**src/rtl/bus_key_sequencer_if.sv**
```systemverilog
// Bus-side signal bundle for bus_key_sequencer: the bus master drives the access
// qualifiers and address, and the sequencer returns its registered status.
interface bus_key_sequencer_if #(
  parameter int ADDR_W = 4
);
  logic              sel_n;
  logic              page_hit;
  logic              bus_rw;
  logic              acc_stb;
  logic [ADDR_W-1:0] bus_addr;
  logic              unlocked;
  logic              data_oe;
  logic [2:0]        step;
  logic              seq_err;

  modport master (
    output sel_n, page_hit, bus_rw, acc_stb, bus_addr,
    input  unlocked, data_oe, step, seq_err
  );

  modport slave (
    input  sel_n, page_hit, bus_rw, acc_stb, bus_addr,
    output unlocked, data_oe, step, seq_err
  );
endinterface

```
**src/rtl/bus_key_sequencer.sv**
```systemverilog
// Knock-sequence gate: a fixed series of qualified reads opens a limited window
// of read grants, which closes on credit exhaustion, inactivity or a write.
module bus_key_sequencer #(
  parameter int                          ADDR_W       = 4,
  parameter int                          SEQ_LEN      = 4,
  parameter logic [ADDR_W*SEQ_LEN-1:0]   KEY          = 16'h2659,
  parameter int                          WINDOW       = 8,
  parameter int                          TIMEOUT      = 16,
  parameter bit                          RELOCK_ON_WR = 1'b1
) (
  input  logic                 clk,
  input  logic                 rst,
  bus_key_sequencer_if.slave   bus
);

  typedef enum logic [1:0] {S_IDLE, S_MATCH, S_OPEN} state_t;

  state_t      state_q;
  logic [2:0]  step_q;
  logic [7:0]  win_q;
  logic [7:0]  idle_q;
  logic        unlocked_q;
  logic        data_oe_q;
  logic        seq_err_q;

  logic              qual_rd;
  logic              qual_wr;
  logic              key_hit;
  logic              first_hit;
  logic              timed_out;
  logic [ADDR_W-1:0] key_arr [8];

  // Table is padded to 8 entries so the 3-bit step register indexes it directly.
  for (genvar gi = 0; gi < 8; gi++) begin : g_key
    if (gi < SEQ_LEN) begin : g_used
      assign key_arr[gi] = KEY[gi*ADDR_W +: ADDR_W];
    end else begin : g_pad
      assign key_arr[gi] = '0;
    end
  end

  assign qual_rd   = bus.acc_stb & ~bus.sel_n & bus.page_hit &  bus.bus_rw;
  assign qual_wr   = bus.acc_stb & ~bus.sel_n & bus.page_hit & ~bus.bus_rw;
  assign key_hit   = (bus.bus_addr == key_arr[step_q]);
  assign first_hit = (bus.bus_addr == key_arr[0]);
  assign timed_out = (idle_q >= 8'(TIMEOUT - 1));

  always_ff @(posedge clk) begin
    if (rst) begin
      state_q    <= S_IDLE;
      step_q     <= '0;
      win_q      <= '0;
      idle_q     <= '0;
      unlocked_q <= 1'b0;
      data_oe_q  <= 1'b0;
      seq_err_q  <= 1'b0;
    end else begin
      data_oe_q <= 1'b0;
      seq_err_q <= 1'b0;
      case (state_q)
        S_IDLE: begin
          idle_q <= '0;
          if (qual_rd && first_hit) begin
            state_q <= S_MATCH;
            step_q  <= 3'd1;
          end
        end

        S_MATCH: begin
          if (qual_rd) begin
            idle_q <= '0;
            if (key_hit) begin
              if (int'(step_q) + 1 == SEQ_LEN) begin
                state_q    <= S_OPEN;
                step_q     <= '0;
                unlocked_q <= 1'b1;
                win_q      <= 8'(WINDOW);
              end else begin
                step_q <= step_q + 3'd1;
              end
            end else begin
              seq_err_q <= 1'b1;
              // A wrong step that happens to be the first key restarts the sequence.
              if (first_hit) begin
                step_q <= 3'd1;
              end else begin
                state_q <= S_IDLE;
                step_q  <= '0;
              end
            end
          end else if (qual_wr) begin
            state_q   <= S_IDLE;
            step_q    <= '0;
            seq_err_q <= 1'b1;
            idle_q    <= '0;
          end else if (timed_out) begin
            state_q <= S_IDLE;
            step_q  <= '0;
            idle_q  <= '0;
          end else begin
            idle_q <= idle_q + 8'd1;
          end
        end

        S_OPEN: begin
          if (qual_rd) begin
            idle_q    <= '0;
            data_oe_q <= 1'b1;
            if (win_q <= 8'd1) begin
              state_q    <= S_IDLE;
              unlocked_q <= 1'b0;
              win_q      <= '0;
            end else begin
              win_q <= win_q - 8'd1;
            end
          end else if (qual_wr) begin
            idle_q <= '0;
            if (RELOCK_ON_WR) begin
              state_q    <= S_IDLE;
              unlocked_q <= 1'b0;
              win_q      <= '0;
            end
          end else if (timed_out) begin
            state_q    <= S_IDLE;
            unlocked_q <= 1'b0;
            win_q      <= '0;
            idle_q     <= '0;
          end else begin
            idle_q <= idle_q + 8'd1;
          end
        end

        default: begin
          state_q    <= S_IDLE;
          step_q     <= '0;
          unlocked_q <= 1'b0;
          idle_q     <= '0;
        end
      endcase
    end
  end

  assign bus.unlocked = unlocked_q;
  assign bus.data_oe  = data_oe_q;
  assign bus.step     = step_q;
  assign bus.seq_err  = seq_err_q;

endmodule

```
**src/flat_wrapper.sv**
```systemverilog
// flat-port wrapper written by rule: the top's interface ports become plain ports
module bus_key_sequencer_flat 
#(
  parameter int                          ADDR_W       = 4,
  parameter int                          SEQ_LEN      = 4,
  parameter logic [ADDR_W*SEQ_LEN-1:0]   KEY          = 16'h2659,
  parameter int                          WINDOW       = 8,
  parameter int                          TIMEOUT      = 16,
  parameter bit                          RELOCK_ON_WR = 1'b1
)
  (clk, rst, bus_sel_n, bus_page_hit, bus_bus_rw, bus_acc_stb, bus_bus_addr, bus_unlocked, bus_data_oe, bus_step, bus_seq_err);
  bus_key_sequencer_if #(.ADDR_W(ADDR_W)) bus_i ();
  input  logic clk;
  input  logic rst;
  input wire logic [$bits(bus_i.sel_n)-1:0] bus_sel_n;
  input wire logic [$bits(bus_i.page_hit)-1:0] bus_page_hit;
  input wire logic [$bits(bus_i.bus_rw)-1:0] bus_bus_rw;
  input wire logic [$bits(bus_i.acc_stb)-1:0] bus_acc_stb;
  input wire logic [$bits(bus_i.bus_addr)-1:0] bus_bus_addr;
  output wire logic [$bits(bus_i.unlocked)-1:0] bus_unlocked;
  output wire logic [$bits(bus_i.data_oe)-1:0] bus_data_oe;
  output wire logic [$bits(bus_i.step)-1:0] bus_step;
  output wire logic [$bits(bus_i.seq_err)-1:0] bus_seq_err;
  assign bus_i.sel_n = bus_sel_n;
  assign bus_i.page_hit = bus_page_hit;
  assign bus_i.bus_rw = bus_bus_rw;
  assign bus_i.acc_stb = bus_acc_stb;
  assign bus_i.bus_addr = bus_bus_addr;
  assign bus_unlocked = bus_i.unlocked;
  assign bus_data_oe = bus_i.data_oe;
  assign bus_step = bus_i.step;
  assign bus_seq_err = bus_i.seq_err;
  bus_key_sequencer #(.ADDR_W(ADDR_W), .SEQ_LEN(SEQ_LEN), .KEY(KEY), .WINDOW(WINDOW), .TIMEOUT(TIMEOUT), .RELOCK_ON_WR(RELOCK_ON_WR)) u_core (.clk(clk), .rst(rst), .bus(bus_i));
endmodule
```
**config.mk**
```make
export PLATFORM = sky130hd
export DESIGN_NAME = bus_key_sequencer_flat
export DESIGN_NICKNAME = d
export VERILOG_FILES = /design/src/rtl/bus_key_sequencer_if.sv /design/src/rtl/bus_key_sequencer.sv /design/src/flat_wrapper.sv
export SDC_FILE = /design/constraint.sdc
export NUM_CORES = 1
export LEC_CHECK = 0
export ABC_CLOCK_PERIOD_IN_PS = 6950
export BUFFER_PORTS_ARGS = -buffer_cell sky130_fd_sc_hd__buf_4
export CAP_MARGIN = 20
export CORE_UTILIZATION = 50
export CTS_CLUSTER_SIZE = 8
export DETAILED_ROUTE_END_ITERATION = 8
export PLACE_DENSITY = 0.7
export REMOVE_ABC_BUFFERS = 1
export SETUP_SLACK_MARGIN = 0.3
export SYNTH_ARGS = -nofsm -noshare
export SYNTH_HDL_FRONTEND = slang
export SYNTH_SLANG_ARGS = --single-unit
```
**constraint.sdc**
```tcl
create_clock -name clk -period 6.95 [get_ports clk]
set_clock_uncertainty 0.15 [all_clocks]
set_input_delay 1.39 -clock clk [delete_from_list [all_inputs] [get_ports clk]]
set_output_delay 1.39 -clock clk [all_outputs]
set_load 0.1 [all_outputs]
```
# After elaboration in Yosys (flattened, before gate mapping)
# Memory sizes are Yosys's and may differ from the RTL's.
# Cells that the tools add are included.
[totals] wordCells=91 input_bits=10 mem_bits_ro=32 out_inout_bits=6 memories=1 register_bits=24
[mem_list] name="(no name shown)" words=8 width=4 rd=1 rd_clocked_by_memory_dff=0 write_ports=0 line="bus_key_sequencer.sv:44" rtl="assign key_hit = (bus.bus_addr == key_arr[step_q]);"
[classes] n_reduce_logical=11 magnitude_cmp=3 mux=40 bitwise=11 eq_ne=14 addsub=4
[ops] op="8-bit two-way mux" n=7
[ops] op="32-bit by 4-bit == test with 1-bit output, second input constant" n=1
[ops] op="2-bit two-way mux" n=9
[ops] op="3-bit two-way mux" n=6
[ops] op="8-bit one-hot mux with 2 select lines" n=1
[ops] op="1-bit two-way mux" n=12
[ops] op="3-bit one-hot mux with 3 select lines" n=1
[ops] op="8-bit by 1-bit adder with 8-bit output, second input constant" n=1
[ops] op="8-bit by 4-bit greater-or-equal comparator with 1-bit output, second input constant" n=1
[ops] op="8-bit by 1-bit <= comparator with 1-bit output, second input constant" n=1
[ops] op="4-bit two-way mux" n=2
[ops] op="2-bit by 1-bit != test with 1-bit output, second input constant" n=4
[ops] op="4-bit by 1-bit != test with 1-bit output, second input constant" n=2
[ops] op="4-bit != test, second input constant" n=2
[ops] op="8-bit by 1-bit subtractor with 8-bit output, second input constant" n=1
[ops] op="1-bit inverter" n=6
[ops] op="2-bit one-hot mux with 3 select lines" n=1
[ops] op="6-bit AND reduction" n=1
[ops] op="2-bit OR reduction" n=3
[ops] op="5-bit AND reduction" n=1
[ops] op="5-bit OR reduction" n=1
[ops] op="3-bit by 1-bit adder with 4-bit output, second input constant" n=1
[ops] op="1-bit bitwise AND" n=4
[ops] op="4-bit == test" n=1
[ops] op="13 further kinds" n=13

# Longest topological paths before layout
[logic_depth] depth_word=8 depth_mapped=8

# Worst setup path before layout
# No wires, ideal clock.
[synth_timing] path_kind="reg-to-reg" from="reg u_core.step_q[1] (netlist: u_core.bus.step[1])" to="reg u_core.win_q[1]" n_path_buf=0 required_time_ps=6730 t_arrival_ps=2994 path_stages_with_launch=9 path_slack_ps=3736 cell_sequence="dfxtp_1 > inv_1 > ha_1 > or2_0 > a211o_1 > a32oi_4 > a21oi_4 > or4_1 > a21oi_1"
[synth_between] elab_chain_cells=7 word_cells_on_any_way=10 classes_between="add/sub: 1; eq/ne: 4; mux: 2; bitwise: 1; reduce/logical: 1; memory: 1"
[synth_rtl] element="from (decl)" line="bus_key_sequencer.sv:19" rtl="logic [2:0] step_q;"
[synth_rtl] element="from (signal assigned)" line="bus_key_sequencer.sv:79" rtl="step_q <= step_q + 3'd1;"
[synth_rtl] element="3-bit inverter with 4-bit output (implied by the code)" line="bus_key_sequencer.sv:44"
[synth_rtl] element="memory 8 x 4 bit"
[synth_rtl] element="4-bit two-way mux (implied by the code) (2 in a row)" line="bus_key_sequencer.sv:44"
[synth_rtl] element="4-bit == test" line="bus_key_sequencer.sv:44"
[synth_rtl] element="2-bit by 1-bit != test with 1-bit output (no line)"
[synth_rtl] element="5-bit AND reduction (no line) *"
[synth_rtl] element="to (signal assigned)" line="bus_key_sequencer.sv:77" rtl="win_q <= 8'(WINDOW);"
[synth_rtl] element="to (signal assigned)" line="bus_key_sequencer.sv:114" rtl="win_q <= win_q - 8'd1;"
[synth_rtl] element="to (decl)" line="bus_key_sequencer.sv:20" rtl="logic [7:0] win_q;"
# Mark *: on every way between the ends. The rest lies on a longest branch, timed or not. The select of a mux whose other input is x is not followed.
# A chain may end at the register's enable or synchronous reset.

# Worst setup path after layout
[layout_timing] from="in bus_bus_addr[3]" to="reg u_core.win_q[1]"
[layout_between] elab_chain_cells=3
[layout_rtl] element="from (decl)" line="flat_wrapper.sv:19" rtl="input wire logic [$bits(bus_i.bus_addr)-1:0] bus_bus_addr;"
[layout_rtl] element="4-bit == test" line="bus_key_sequencer.sv:44"
[layout_rtl] element="2-bit by 1-bit != test with 1-bit output (no line)"
[layout_rtl] element="5-bit AND reduction (no line)"
# No other way between the ends.

==> impl_metrics.env <==
export IMPL_status="finished, final reports clean"
export IMPL_pwr_density_cell_nw_per_um2=175
export IMPL_cts_hold_buffers=0
export IMPL_worstSkewPairLatency_ns=0.32
export IMPL_drtIter0Drc=53
export IMPL_htreeDepth=1
export IMPL_dieArea_um2=3070
export IMPL_setup_viol=0
export IMPL_core_area_um2=2730
export IMPL_first_global_vias=1276
export IMPL_slowest_stage="or4_1"
export IMPL_period_share_pct=44.2
export IMPL_max_freq_ghz=0.325
export IMPL_clk_path_buf_depth=2
export IMPL_cp_start_kind="input port"
export IMPL_nNetsFinal=209
export IMPL_synth_flop_cell="dfxtp_1"
export IMPL_synth_area_top_cells="dfxtp_1 34%, ha_1 7.9%, nor2_1 5.0%"
export IMPL_grt_first_pass_wirelength_mm=5.48
export IMPL_pin_count=16
export IMPL_clk_pin_slew_worst_paths_ns=0.12
export IMPL_fp_dieH_um=55.4
export IMPL_hp_class="reg2reg"
export IMPL_fillers=251
export IMPL_antennaDiodeCount=0
export IMPL_gp_congestion=0.871
export IMPL_seqCellArea_um2=480
export IMPL_synth_edf_count=0
export IMPL_finalInstanceArea_um2=1610
export IMPL_synth_top_cell_by_area="dfxtp_1"
export IMPL_numCtsBuffers=3
export IMPL_multi_input_area_um2=903
export IMPL_drc=0
export IMPL_cp_end_kind="flop"
export IMPL_finalCriticalPeriod_ns=3.07
export IMPL_rsz0062_at_grt="false"
export IMPL_path_max_fanout=8
export IMPL_ys_seq_area_share_pct=33.7
export IMPL_first_pass_iters=4
export IMPL_cp_slowest_stage_delay_ns=0.49
export IMPL_synth_most_common_cell="dfxtp_1"
export IMPL_syn_area_per_cell_um2=8.45
export IMPL_antenna_found_initial=0
export IMPL_via_per_inst=6.19
export IMPL_num_rows=19
export IMPL_port_buffers=15
export IMPL_ys_types=50
export IMPL_yosys_area_top_type_share_pct=33.7
export IMPL_die_w_um=55.4
export IMPL_grt_overflow_total=0
export IMPL_power_mw=0.282
export IMPL_maxCapViolCount=0
export IMPL_dpl_hpwl_mm=2.42
export IMPL_cts_resized=0
export IMPL_netlist_area_um2=1430
export IMPL_worst_pin_slew_ns=0.666
export IMPL_cts_root_buf="clkbuf_4"
export IMPL_clkSinkCount=24
export IMPL_netlist_top_cells_count="24 x dfxtp_1, 19 x nor2_1, 13 x a21oi_1, 13 x nand2_1, 11 x inv_1"
export IMPL_syn_inst=169
export IMPL_async_reset_ff_share_pct=0
export IMPL_post_cts_repair_setup_buffers=0
export IMPL_grt_max_degree=18
export IMPL_initial_core_util_pct=52.2
export IMPL_ant_nets=0
export IMPL_ir_drop_mv=0.172
export IMPL_crit_path_cell_trace="buf_4, or2_0, a211o_1, a32oi_4, a21oi_4, or4_1, a21oi_1"
export IMPL_ys_ff_latch=24
export IMPL_layout_drive_gt1_share_pct=14.3
export IMPL_final_setup_tns_ns=0
export IMPL_grt_usage_pct=22.2
export IMPL_slew_headroom_pct=55.2
export IMPL_drv_slew=0
export IMPL_syn2layout_area_growth_pct=13.0
export IMPL_vias=1362
export IMPL_hold_violations=0
export IMPL_totalWireLength_mm=3.19
export IMPL_wl_per_cell_um=14.5
export IMPL_cp_required_ns=7.06
export IMPL_place_area_um2=1580
export IMPL_leakagePower_nw=0.595
export IMPL_path_class="in2reg"
export IMPL_cts_tree="yes"
export IMPL_yosys_warnings=0
export IMPL_worstPathArrival_ns=3.18
-- placed cells by master (no fill, tap or decap), types with 4 or more instances in the layout --
master / synthesis / layout
nand2_1: 13 / 13
nand3_1: 6 / 6
conb_1: 1 / 4
nor2_1: 19 / 19
nor3_1: 7 / 7
buf_4: 0 / 15
inv_1: 11 / 11
dfxtp_1: 24 / 24
a21oi_1: 13 / 13
o21ai_0: 9 / 9
ha_1: 9 / 9
-- per-layer routing --
metal  vias up  GRT usage, %  wire, µm
met5         -             0         0
met4         0          11.4        72
li1        657             -         -
met1       656          26.6      1400
met3        11          3.98       141
met2        38          37.7      1580
-- state kept, by name, indices dropped and copies added, names as in the netlist --
signal,count
u_core.bus.step,3
u_core.idle_q,8
u_core.bus.seq_err,1
u_core.win_q,8
u_core.bus.data_oe,1
u_core.bus.unlocked,1
u_core.state_q,2
-- logic make-up after synthesis --
kind of cell	Yosys count	synth area share [%]
xor gates and xnor gates	4	2.45
adders and majority gates	9	7.89
DFF	24	33.7
other	1	0.263
AOI/OAI and AO/OA	47	25.3
buffers and inverters	13	3.86
muxes	1	0.701
and+or+nand+nor	70	25.9
-- critical path: cells and delay by family --
kind / cells / cell delay (ns)
AND/OR/NAND/NOR: 2 / 0.68
AO/OA/AOI/OAI: 4 / 0.97
buffers and inverters: 1 / 0.13
-- final cells by class --
type / count / area share, %
Multi-Input combinational cell: 135 / 56.0
Clock buffer: 4 / 2.25
Sequential cell: 24 / 29.8
Inverter: 11 / 2.56
Tap cell: 31 / 2.40
Timing Repair Buffer: 15 / 6.98
-- power breakdown --
group | total, mW | switching, mW | internal [mW] | leakage, nW
clock network | 0.0738 | 0.0417 | 0.0321 | 0.0210
registers | 0.144 | 0.00298 | 0.142 | 0.195
logic | 0.0636 | 0.0418 | 0.0218 | 0.379
total | 0.282 | 0.0865 | 0.195 | 0.595
-- path summary, 6_finish.rpt --
| path | cells after the start | slack, ns | end | from |
|---|---|---|---|---|
| setup / recovery | 7 | 3.88 | u_core.win_q[1]$_SDFFE_PP0P_ | bus_bus_addr[3] |
| hold reg to reg | 1 | 0.32 | u_core.idle_q[0]$_SDFF_PP0_ | u_core.idle_q[0]$_SDFF_PP0_ |
| setup reg to reg | 8 | 4.21 | u_core.win_q[1]$_SDFFE_PP0P_ | u_core.bus.step[1]$_SDFFE_PP0P_ |
| hold / removal | 1 | 0.32 | u_core.idle_q[0]$_SDFF_PP0_ | u_core.idle_q[0]$_SDFF_PP0_ |
-- through the flow --
step	util [%]	setup WS, ns	hold WS [ns]	std cells
6_report	59.0	3.88	0.322	220
5_1_grt	59.0	3.79	0.353	220
4_1_cts	59.0	3.89	0.330	220
3_5_place_dp	57.7	3.54	0.311	216
3_3_place_gp	57.7	3.60	0.281	216
2_1_floorplan	-	3.74	0.268	170
(Power assumes the default switching activity.)
